**config.mk**
```make
export PLATFORM = sky130hd
export DESIGN_NAME = alt_vipvfr131_common_read_burst_scheduler
export DESIGN_NICKNAME = d
export VERILOG_FILES = /design/src/rtl/alt_vipvfr131_common_sched_pkg.sv /design/src/rtl/alt_vipvfr131_common_credit_counter.sv /design/src/rtl/alt_vipvfr131_common_read_burst_scheduler.sv
export SDC_FILE = /design/constraint.sdc
export NUM_CORES = 1
export LEC_CHECK = 0
export ABC_AREA = 0
export BUFFER_PORTS_ARGS = -buffer_cell sky130_fd_sc_hd__buf_2
export CORE_MARGIN = 10
export CORE_UTILIZATION = 30
export CTS_CLUSTER_SIZE = 30
export DETAILED_ROUTE_END_ITERATION = 16
export GPL_TIMING_DRIVEN = 0
export HOLD_SLACK_MARGIN = 0.15
export SLEW_MARGIN = 10
export SYNTH_ARGS = -nofsm -noshare
export SYNTH_HDL_FRONTEND = slang
export SYNTH_SLANG_ARGS = --single-unit
```
**constraint.sdc**
```tcl
create_clock -name clock -period 9.7 [get_ports clock]
set_clock_uncertainty 0.05 [all_clocks]
set_input_delay 2.91 -clock clock [delete_from_list [all_inputs] [get_ports clock]]
set_output_delay 2.91 -clock clock [all_outputs]
set_load 0.005 [all_outputs]
```
**src/rtl/alt_vipvfr131_common_sched_pkg.sv**
```systemverilog
// rtl/alt_vipvfr131_common_sched_pkg.sv - shared types and helpers for the frame-read burst scheduler
package alt_vipvfr131_common_sched_pkg;

    typedef enum logic [1:0] {
        S_IDLE  = 2'd0,
        S_SETUP = 2'd1,
        S_ISSUE = 2'd2,
        S_DRAIN = 2'd3
    } sched_state_t;

    // Ceiling log2; clog2(1) = 0.
    function automatic int clog2(input int value);
        int r;
        int x;
        r = 0;
        x = value - 1;
        while (x > 0) begin
            r = r + 1;
            x = x >>> 1;
        end
        return r;
    endfunction

    // Byte-to-word shift for a given master data width (width/8 is a power of two).
    function automatic int word_shift(input int data_width);
        return clog2(data_width / 8);
    endfunction

    localparam int BYTES_PER_WORD = 4;
    localparam int BYTE_SHIFT     = clog2(BYTES_PER_WORD);

endpackage

```
**src/rtl/alt_vipvfr131_common_credit_counter.sv**
```systemverilog
// rtl/alt_vipvfr131_common_credit_counter.sv - outstanding read word counter with fit check
module alt_vipvfr131_common_credit_counter
    import alt_vipvfr131_common_sched_pkg::*;
#(
    parameter int CREDIT_DEPTH = 64,
    parameter int LEN_WIDTH    = 11,
    parameter int CW           = clog2(CREDIT_DEPTH + 1)
) (
    input  logic                 clock,
    input  logic                 reset,
    input  logic                 accept,
    input  logic [LEN_WIDTH-1:0] accept_len,
    input  logic                 data_read,
    input  logic [LEN_WIDTH-1:0] check_len,
    output logic [CW-1:0]        outstanding,
    output logic                 fits
);

    logic [CW-1:0] add_amt;
    logic [CW-1:0] sub_amt;
    logic [CW-1:0] count_next;

    // Next count: add an accepted burst, return one credit per consumed word, never below zero.
    // The fit check looks at this post-edge value so a freshly returned credit counts immediately.
    always_comb begin
        add_amt    = accept ? CW'(accept_len) : '0;
        sub_amt    = (data_read && (outstanding != '0)) ? CW'(1) : '0;
        count_next = outstanding + add_amt - sub_amt;
        fits       = (32'(count_next) + 32'(check_len)) <= 32'(CREDIT_DEPTH);
    end

    // Counter register.
    always_ff @(posedge clock or posedge reset) begin
        if (reset) begin
            outstanding <= '0;
        end else begin
            outstanding <= count_next;
        end
    end

endmodule

```
**src/rtl/alt_vipvfr131_common_read_burst_scheduler.sv**
```systemverilog
// rtl/alt_vipvfr131_common_read_burst_scheduler.sv - walks a frame region issuing credit-limited read bursts
module alt_vipvfr131_common_read_burst_scheduler
    import alt_vipvfr131_common_sched_pkg::*;
#(
    parameter int ADDR_WIDTH                     = 32,
    parameter int DATA_WIDTH                     = 32,
    parameter int MAX_BURST_LENGTH_REQUIREDWIDTH = 11,
    parameter int TARGET_BURST_SIZE              = 32,
    parameter int CREDIT_DEPTH                   = 64,
    parameter int LINE_WIDTH                     = 16
) (
    input  logic                                      clock,
    input  logic                                      reset,
    input  logic                                      go,
    input  logic [ADDR_WIDTH-1:0]                     base_addr,
    input  logic [ADDR_WIDTH-1:0]                     line_stride,
    input  logic [LINE_WIDTH-1:0]                     words_per_line,
    input  logic [LINE_WIDTH-1:0]                     num_lines,
    output logic                                      busy,
    output logic                                      done,
    output logic [ADDR_WIDTH-1:0]                     cmd_addr,
    output logic                                      cmd_command,
    output logic                                      cmd_is_burst,
    output logic                                      cmd_is_write_not_read,
    output logic [MAX_BURST_LENGTH_REQUIREDWIDTH-1:0] cmd_burst_length,
    input  logic                                      stall,
    input  logic                                      data_read
);

    localparam int WSHIFT = word_shift(DATA_WIDTH);
    localparam int BLW    = MAX_BURST_LENGTH_REQUIREDWIDTH;
    localparam int CW     = clog2(CREDIT_DEPTH + 1);

    sched_state_t state, state_nxt;

    logic [ADDR_WIDTH-1:0] cfg_base, cfg_stride;
    logic [LINE_WIDTH-1:0] cfg_wpl, cfg_lines;
    logic [ADDR_WIDTH-1:0] line_addr, word_addr, nxt_line_addr, nxt_word_addr, len_bytes;
    logic [LINE_WIDTH-1:0] words_left, lines_left, nxt_words_left, nxt_lines_left;
    logic [BLW-1:0]        cur_len, nxt_len;
    logic [CW-1:0]         outstanding;
    logic                  accept, fits;

    function automatic logic [BLW-1:0] burst_len(input logic [LINE_WIDTH-1:0] left);
        if (32'(left) > 32'(TARGET_BURST_SIZE)) return BLW'(TARGET_BURST_SIZE);
        return BLW'(left);
    endfunction

    assign accept                = cmd_command && !stall;
    assign cur_len               = burst_len(words_left);
    assign len_bytes             = ADDR_WIDTH'(cur_len) << WSHIFT;
    assign cmd_is_write_not_read = 1'b0;

    alt_vipvfr131_common_credit_counter #(
        .CREDIT_DEPTH (CREDIT_DEPTH),
        .LEN_WIDTH    (BLW),
        .CW           (CW)
    ) u_credit (
        .clock       (clock),
        .reset       (reset),
        .accept      (accept),
        .accept_len  (cur_len),
        .data_read   (data_read),
        .check_len   (nxt_len),
        .outstanding (outstanding),
        .fits        (fits)
    );

    // Region walk: position of the command to present after this edge.
    always_comb begin
        nxt_line_addr  = line_addr;
        nxt_word_addr  = word_addr;
        nxt_words_left = words_left;
        nxt_lines_left = lines_left;
        case (state)
            S_SETUP: begin
                nxt_line_addr  = cfg_base;
                nxt_word_addr  = cfg_base;
                nxt_words_left = cfg_wpl;
                nxt_lines_left = cfg_lines;
            end
            S_ISSUE: begin
                if (accept) begin
                    nxt_word_addr  = word_addr + len_bytes;
                    nxt_words_left = words_left - LINE_WIDTH'(cur_len);
                    if (nxt_words_left == '0) begin
                        nxt_lines_left = lines_left - LINE_WIDTH'(1);
                        nxt_line_addr  = line_addr + cfg_stride;
                        nxt_word_addr  = nxt_line_addr;
                        nxt_words_left = cfg_wpl;
                    end
                end
            end
            default: ;
        endcase
        nxt_len = burst_len(nxt_words_left);
    end

    // FSM state register.
    always_ff @(posedge clock or posedge reset) begin
        if (reset) state <= S_IDLE;
        else       state <= state_nxt;
    end

    // FSM next-state logic.
    always_comb begin
        state_nxt = state;
        case (state)
            S_IDLE:  if (go) state_nxt = S_SETUP;
            S_SETUP: state_nxt = ((cfg_wpl == '0) || (cfg_lines == '0)) ? S_DRAIN : S_ISSUE;
            S_ISSUE: if (accept && (nxt_lines_left == '0)) state_nxt = S_DRAIN;
            S_DRAIN: if (outstanding == '0) state_nxt = S_IDLE;
            default: state_nxt = S_IDLE;
        endcase
    end

    // FSM outputs: done on the last drain cycle, busy drops with it.
    always_comb begin
        done = (state == S_DRAIN) && (outstanding == '0);
        busy = (state != S_IDLE) && !done;
    end

    // Configuration capture and walk position registers.
    always_ff @(posedge clock or posedge reset) begin
        if (reset) begin
            cfg_base   <= '0;
            cfg_stride <= '0;
            cfg_wpl    <= '0;
            cfg_lines  <= '0;
            line_addr  <= '0;
            word_addr  <= '0;
            words_left <= '0;
            lines_left <= '0;
        end else begin
            if ((state == S_IDLE) && go) begin
                cfg_base   <= base_addr;
                cfg_stride <= line_stride;
                cfg_wpl    <= words_per_line;
                cfg_lines  <= num_lines;
            end
            line_addr  <= nxt_line_addr;
            word_addr  <= nxt_word_addr;
            words_left <= nxt_words_left;
            lines_left <= nxt_lines_left;
        end
    end

    // Registered command port; frozen while a presented command is stalled.
    always_ff @(posedge clock or posedge reset) begin
        if (reset) begin
            cmd_command      <= 1'b0;
            cmd_addr         <= '0;
            cmd_burst_length <= '0;
            cmd_is_burst     <= 1'b0;
        end else if (!(cmd_command && stall)) begin
            cmd_command      <= (state_nxt == S_ISSUE) && fits;
            cmd_addr         <= nxt_word_addr;
            cmd_burst_length <= (state_nxt == S_ISSUE) ? nxt_len : '0;
            cmd_is_burst     <= (state_nxt == S_ISSUE) && (nxt_len > BLW'(1));
        end
    end

endmodule
```
* Word-level counts from Yosys, hierarchy flattened
Index checks and enable logic that the tools add are counted.
** Word-level totals
- Register bits :: 246
- Input port bits :: 101
- Output and inout bits :: 48
- Logic and storage cells :: 79
** Cells by class
- Reductions and logical operators :: 22
- Mux-type cells :: 26
- Add/subtract/negate cells :: 7
- Equality and inequality tests :: 6
- $lt $le $gt $ge :: 4
** Operators by type and width (count)
- 2-to-1 mux 32 bit :: 4
- one-hot mux 32 bit (2 select lines) :: 2
- zero test 16 bit :: 4
- 2-to-1 mux 16 bit :: 4
- one-hot mux 16 bit (2 select lines) :: 2
- 2-to-1 mux 11 bit :: 5
- adder 32 x 13 -> 32 bit :: 1
- adder 32 bit :: 1
- > comparator 16 x 6 -> 1 bit, second input constant :: 2
- less-or-equal comparator 32 x 7 -> 1 bit, second input constant :: 1
- subtractor 16 x 1 -> 16 bit, second input constant :: 1
- subtractor 16 x 11 -> 16 bit :: 1
- adder 7 x 11 -> 12 bit :: 1
- > comparator 11 x 1 -> 1 bit, second input constant :: 1
- logical AND 1 bit :: 9
- one-hot mux 2 bit (4 select lines) :: 1
- adder 7 bit :: 1
- zero test 7 bit :: 1
- 2-to-1 mux 7 bit :: 1
- nonzero test 7 bit :: 1
- subtractor 7 bit :: 1
- equality test 2 bit, second input constant :: 3
- 2-to-1 mux 2 bit :: 3
- 2-to-1 mux 1 bit :: 4
- other kinds (7) :: 10

* Longest topological paths before layout
- Depth after elaboration :: 14
- Gate-level depth with buffers :: 27
- Gate-level depth less buffers :: 25

* Cells and area by module
A second synthesis with hierarchy kept.
** Second synthesis, totals
- Cell total of the unflattened synthesis :: 1556
- Area, all modules :: 14756.7 sq um
** Modules (own cells, without submodules)
- alt_vipvfr131_common_read_burst_scheduler :: sequential area each 5980.7 sq um, times used 1, area each 13767.0 sq um, cells an instance 1436
- alt_vipvfr131_common_credit_counter :: sequential area each 175.2 sq um, times used 1, area each 989.7 sq um, cells an instance 120

* Least setup slack after synthesis
No wires, ideal clock.
- Path kind :: input -> register
- Start :: input port stall
- End :: register cmd_command
- Required time :: 9583 ps
- Path slack :: 2839 ps
- Library setup time :: 67 ps
- Arrival :: 6743 ps
- Cell stages on the path :: 19
- Buffers on the path :: 4
- Path through :: nor2b_1 -> clkbuf_1 -> clkbuf_1 -> clkbuf_1 -> buf_1 -> nand2_1 -> ha_1 -> inv_1 -> ha_1 -> a21o_1 -> a21oi_1 -> o21bai_1 -> a21oi_1 -> xnor2_1 -> ha_1 -> nor2_1 -> a2111o_1 -> o311ai_0 -> a41o_1
** Between the ends
- Elaborated cells between the ends (all ways) :: 21
- Classes of those cells :: add/sub: 3; order compare: 2; eq/ne: 1; mux: 9; reduce/logical: 6
** RTL lines
- from (decl) :: RTL line alt_vipvfr131_common_read_burst_scheduler.sv:26 : input logic stall,
- zero test 1 bit :: RTL line alt_vipvfr131_common_read_burst_scheduler.sv:49 : assign accept = cmd_command && !stall;
- logical AND 1 bit :: RTL line alt_vipvfr131_common_read_burst_scheduler.sv:49
- 2-to-1 mux 7 bit :: RTL line alt_vipvfr131_common_credit_counter.sv:26 : add_amt = accept ? CW'(accept_len) : '0;
- adder 7 bit :: RTL line alt_vipvfr131_common_credit_counter.sv:28 : count_next = outstanding + add_amt - sub_amt;
- subtractor 7 bit :: RTL line alt_vipvfr131_common_credit_counter.sv:28
- net u_credit.count_next[5] :: RTL line alt_vipvfr131_common_credit_counter.sv:21 : logic [CW-1:0] count_next;
- adder 7 x 11 -> 12 bit :: RTL line alt_vipvfr131_common_credit_counter.sv:29 : fits = (32'(count_next) + 32'(check_len)) <= 32'(CREDIT_DEPTH);
- less-or-equal comparator 32 x 7 -> 1 bit :: RTL line alt_vipvfr131_common_credit_counter.sv:29
- logical AND 1 bit :: RTL line alt_vipvfr131_common_read_burst_scheduler.sv:156 : cmd_command <= (state_nxt == S_ISSUE) && fits;
- to (signal assigned) :: RTL line alt_vipvfr131_common_read_burst_scheduler.sv:156
- to (decl) :: RTL line alt_vipvfr131_common_read_burst_scheduler.sv:22 : output logic cmd_command,
The timed path passes the listed nets, and every way through them passes these cells.
A chain may end at the register's enable or synchronous reset.

* Worst setup path in the final report
Ends and elaborated chain as after synthesis.

==> results <==
- The flow ran to the end, and the final reports show no timing, DRC or antenna violations.
- The cell with the biggest individual delay on the critical path is clkbuf_1.
- The worst pin sits at a relative slew slack of 0.322.
- The startpoint identified for the worst register-to-register timing path is words_left[7].
- The fraction of registers with async set/reset is 1.00.
- The initial antenna violation count is 2.
- The number of routed nets with antenna violations is 0.
- The most instantiated flip-flop cell in the synthesis netlist is dfrtp_1.
- The largest single stage delay on the critical path is around 0.57 ns.
- The layout cell share with drive strength beyond 1 is 0.200.
- The first-pass GRT wire length is around 80000 um.
- After the first detailed-routing iteration, the DRC count stood at 1116.
- The signal on the critical path passes through buf_2, nor2b_1, clkbuf_1, clkbuf_1, clkbuf_1, buf_1, nand2_1, ha_1, inv_1, ha_1, a21o_1, a21oi_1, o21bai_1, a21oi_1, xnor2_1, ha_1, nor2_1, a2111o_1, o311ai_0, a41o_1.
- Across all register-to-register paths, the minimum setup slack is approximately 2.3 ns.
- The buffer count from post-CTS setup fixing is 0.
- The final number of hold-violating endpoints is 0.
- After detailed routing, the number of vias per cell comes to 5.45.
- The power density relative to cell area is around 230 nW/um^2.
- After synthesis, the largest family of logic cells by area is compound AO/OA/AOI/OAI gates.
- Yosys printed 0 warnings.
- Of the total synthesized cell area, the portion taken by full adders, half adders and majority gates is 0.0601.
- The final core utilization is 0.358.
- The tool flagged a number of max-cap violations equal to 0.
- The mean instance size in the synthesized netlist is 9.47 um^2.
- The number of vias in the routed layout is ~13k.
- For this design, the sink count on the clock tree is roughly 250.
- The kind of start point of the critical path is an input port.
- The synthesis-to-finish area growth is 18.4%.
- The count of H-tree levels built during CTS is 1.
- The floorplan step set the die width to about 240 um.
- The total overflow left after global routing is 0.
- IR analysis of the VDD net gives a maximum drop of approximately 0.00014 V.
- The maximum fanout encountered on the critical timing path is 10.
- The starting density of the core is 0.302.
- The number of global-route vias before repair is approximately 13k.
- In the global route stage, overall resource usage came out at 0.176.
- The repair_antennas step left the layout with diodes totalling 0.
- For the pin with the worst max-slew slack, the measured transition is a little under 1 ns.
- The type of element capturing the critical path is a flip-flop.
- Buffers placed on the I/O ports in this run total ~150.
- The number of flops mapped to enable cells by yosys is 0.
- At the end of the flow, the number of nets in the layout was 1918.
- In the final routed layout, each cell accounts on average for between 20 and 25 um.
- At the worst endpoint, the required time is roughly 10 ns.
- Static timing analysis puts the maximum clock frequency at between 100 and 150 MHz.
- The number of buffers created by CTS is 29.
- The routed design has 53100 um of wire.
- The max-slew violation count was 0.
- Setup repair after global routing left no endpoint under its margin.
- The post-synthesis instance total is 1556.
- Counting cells, the worst reg-to-reg path comes to 25.
- The clock tree from TritonCTS is yes.
- The sequential fraction of the synthesis area is 0.418.
- The height of the die is 242 um.
- The clock tree root driver cell is clkbuf_16.
- The number of instances on the worst hold path is 2.
- For this design the top-level I/O count stands at ~150.
- After floorplanning, the core was sized to cover about 49000 um^2.
- Setup violations remaining at the end of the flow were counted as 0.
- Summed over all failing endpoints, the final setup total negative slack is 0 ns.
- The global placer's final weighted congestion is about 0.95.
- The class of the tightest hold or removal check is flip-flop to flip-flop.
- The clock period minus worst slack is about 8.0 ns.
- The number of different library cells in the post-synthesis netlist is a little over 80.
- The area fraction in compound gates after synthesis is 0.187.
- The post-layout instance count excluding filler cells is about 2.4k.
- The kind of cell with the highest combined delay on the critical path is buffers and inverters.
- The worst hold path terminates at cmd_addr[4].
- The critical path class is input port to flip-flop.
- The worst path arrival time is roughly 8.5 ns.
- The number of hold buffers added after cts is 0.
- The leakage power is approximately 8.2 nW.
- In this run the critical register-to-register path is captured at cmd_command.
- Counting tap cells, the placed design contains a total of approximately 2.4k instances.
- Counting flops and latches in the post-synthesis netlist gives 246.
- The simple-gate portion of the synthesized area is 0.162.
- The floorplan has 81 rows.
- The buffer and inverter count on the worst path is 6.
- The post-route clock period utilization is 0.830.
- No sink is reached through more buffers than the 3 on the longest clock path.
- The number of design rule violations left after detail routing is 0.
- After filler insertion, the fill cell instance count of the layout stands at between 4k and 5k.
- The quantity of gates resized following cts is 0.
- The portion of synthesized area spent on multiplexers is 0.108.
- The pin count of the biggest net entering global routing is 38.
- The critical hold path startpoint is cmd_addr[4].
- The area of the mapped netlist is around 15000 um^2.
- For this run, the detailed router's first-pass iteration total came to 5.
- Of the total synthesized cell area, the portion taken by XOR and XNOR cells is 0.0283.
- The floorplan step defined a die boundary enclosing 58400 um^2.
- The wire-length estimate of the detail-placed layout is about 41000 um.
- Clock-pin slew was measured on the worst setup and hold paths at around 0.06 ns.
- The clock reaches the later pin of the worst-skew pair after roughly 0.58 ns.
==> placed cells by master, fill, tap and decap left out, types with 8 or more instances in the layout <==
cell type / netlist / layout
buf_1: 11 / 11
or3_1: 10 / 10
o21ai_0: 111 / 111
inv_1: 66 / 65
xnor2_1: 31 / 31
conb_1: 2 / 8
a21o_1: 19 / 19
a32o_1: 8 / 8
a221o_1: 11 / 11
a211oi_1: 13 / 13
a31oi_1: 15 / 15
buf_2: 2 / 149
nand2_1: 163 / 163
a22oi_1: 12 / 12
ha_1: 66 / 66
dfrtp_1: 246 / 246
o211ai_1: 21 / 21
and2_1: 17 / 17
nor4_1: 20 / 20
o31ai_1: 10 / 10
nor3_1: 42 / 42
o21bai_1: 9 / 9
a22o_1: 9 / 9
nand4_1: 12 / 12
nand3_1: 32 / 32
clkbuf_16: 0 / 29
and3_1: 24 / 24
a21oi_1: 104 / 104
mux2i_1: 28 / 28
mux2_2: 116 / 116
xor2_1: 14 / 14
clkbuf_1: 59 / 63
nand2b_1: 8 / 8
nor2b_1: 11 / 11
nor2_1: 111 / 111
==> cell usage after synthesis, types with 11 or more instances <==
cell type | n | area (um^2)
clkbuf_1 | 59 | 221
a22oi_1 | 12 | 90.1
nor2b_1 | 11 | 68.8
nand4_1 | 12 | 75.1
and3_1 | 24 | 150
a31oi_1 | 15 | 93.8
dfrtp_1 | 246 | 6160
o21ai_0 | 111 | 556
nand3_1 | 32 | 160
a21o_1 | 19 | 143
o211ai_1 | 21 | 158
a221o_1 | 11 | 110
buf_1 | 11 | 41.3
ha_1 | 66 | 826
and2_1 | 17 | 106
mux2_2 | 116 | 1310
a211oi_1 | 13 | 97.6
nor2_1 | 111 | 417
nor4_1 | 20 | 125
inv_1 | 66 | 248
a21oi_1 | 104 | 521
nand2_1 | 163 | 612
xnor2_1 | 31 | 272
nor3_1 | 42 | 210
xor2_1 | 14 | 123
mux2i_1 | 28 | 280
==> stage by stage <==
step                setup slack (ns)  hold slack, ns  power (mW)  cell area, um^2
floorplan                       2.84           0.393        2.34            14800
global placement                1.28           0.402        2.81            16300
detailed placement              1.22           0.412        2.84            16500
CTS                             1.80           0.430        3.99            17500
global route                    1.29           0.442        4.23            17500
finish                          1.65           0.424        3.98            17500
==> worst min-delay path: cells and delay by family, from the launching register on <==
family           cells  cell delay, ns
flip-flops           1            0.35
AND/OR/NAND/NOR      2            0.10
==> per-layer routing <==
| layer | vias to the layer above | global-route usage | wire length, um |
|---|---|---|---|
| li1 | 6069 | - | - |
| met1 | 6571 | 0.234 | 23600 |
| met2 | 500 | 0.281 | 24100 |
| met3 | 94 | 0.0341 | 3670 |
| met4 | 4 | 0.0612 | 1710 |
| met5 | - | 0 | 22 |
==> report_power, final <==
group	leakage, nW	total [mW]	switching (mW)	internal [mW]
logic	4.62	1.52	0.931	0.588
clock network	0.468	1.13	0.458	0.672
registers	3.16	1.33	0.152	1.18
==> sequential cells by signal, indices dropped and copies added (netlist names) <==
name and count:
cfg_base 32, cfg_stride 32, cmd_addr 32, line_addr 32, word_addr 32, cfg_lines 16, cfg_wpl 16, lines_left 16
words_left 16, cmd_burst_length 11, u_credit.outstanding 7, state 2, cmd_command 1, cmd_is_burst 1
==> cell type report <==
class | count | area (um^2) | share of cell area
tap | 664 | 831 | 0.0476
multi-input combinational | 1175 | 8070 | 0.462
sequential | 246 | 6160 | 0.353
timing repair buffer | 155 | 895 | 0.0513
clock buffer | 36 | 782 | 0.0448
buffer | 74 | 292 | 0.0167
inverter | 67 | 255 | 0.0146
clock inverter | 13 | 174 | 0.00997
==> cells by family (layout without fill, tap and decap cells) <==
| kind of cell | count (synthesis) | in the layout |
|---|---|---|
| compound gates | 419 | 419 |
| xor+xnor | 46 | 46 |
| fa+ha+maj | 69 | 69 |
| buf+inv | 141 | 345 |
| flops | 246 | 246 |
| mux | 144 | 144 |
| other cells | 2 | 8 |
| simple gates | 489 | 489 |
==> how the worst max path moves through the flow <==
stage          startpoint  cells past startpoint  slack, ns           to
2_1_floorplan       stall                     19       2.84  cmd_command
3_3_place_gp        stall                     23       1.28  cmd_command
3_5_place_dp        stall                     23       1.22  cmd_command
4_1_cts             stall                     23       1.80  cmd_command
5_1_grt             stall                     23       1.29  cmd_command
6_report            stall                     20       1.65  cmd_command
Power figures use the tool's default switching activity.
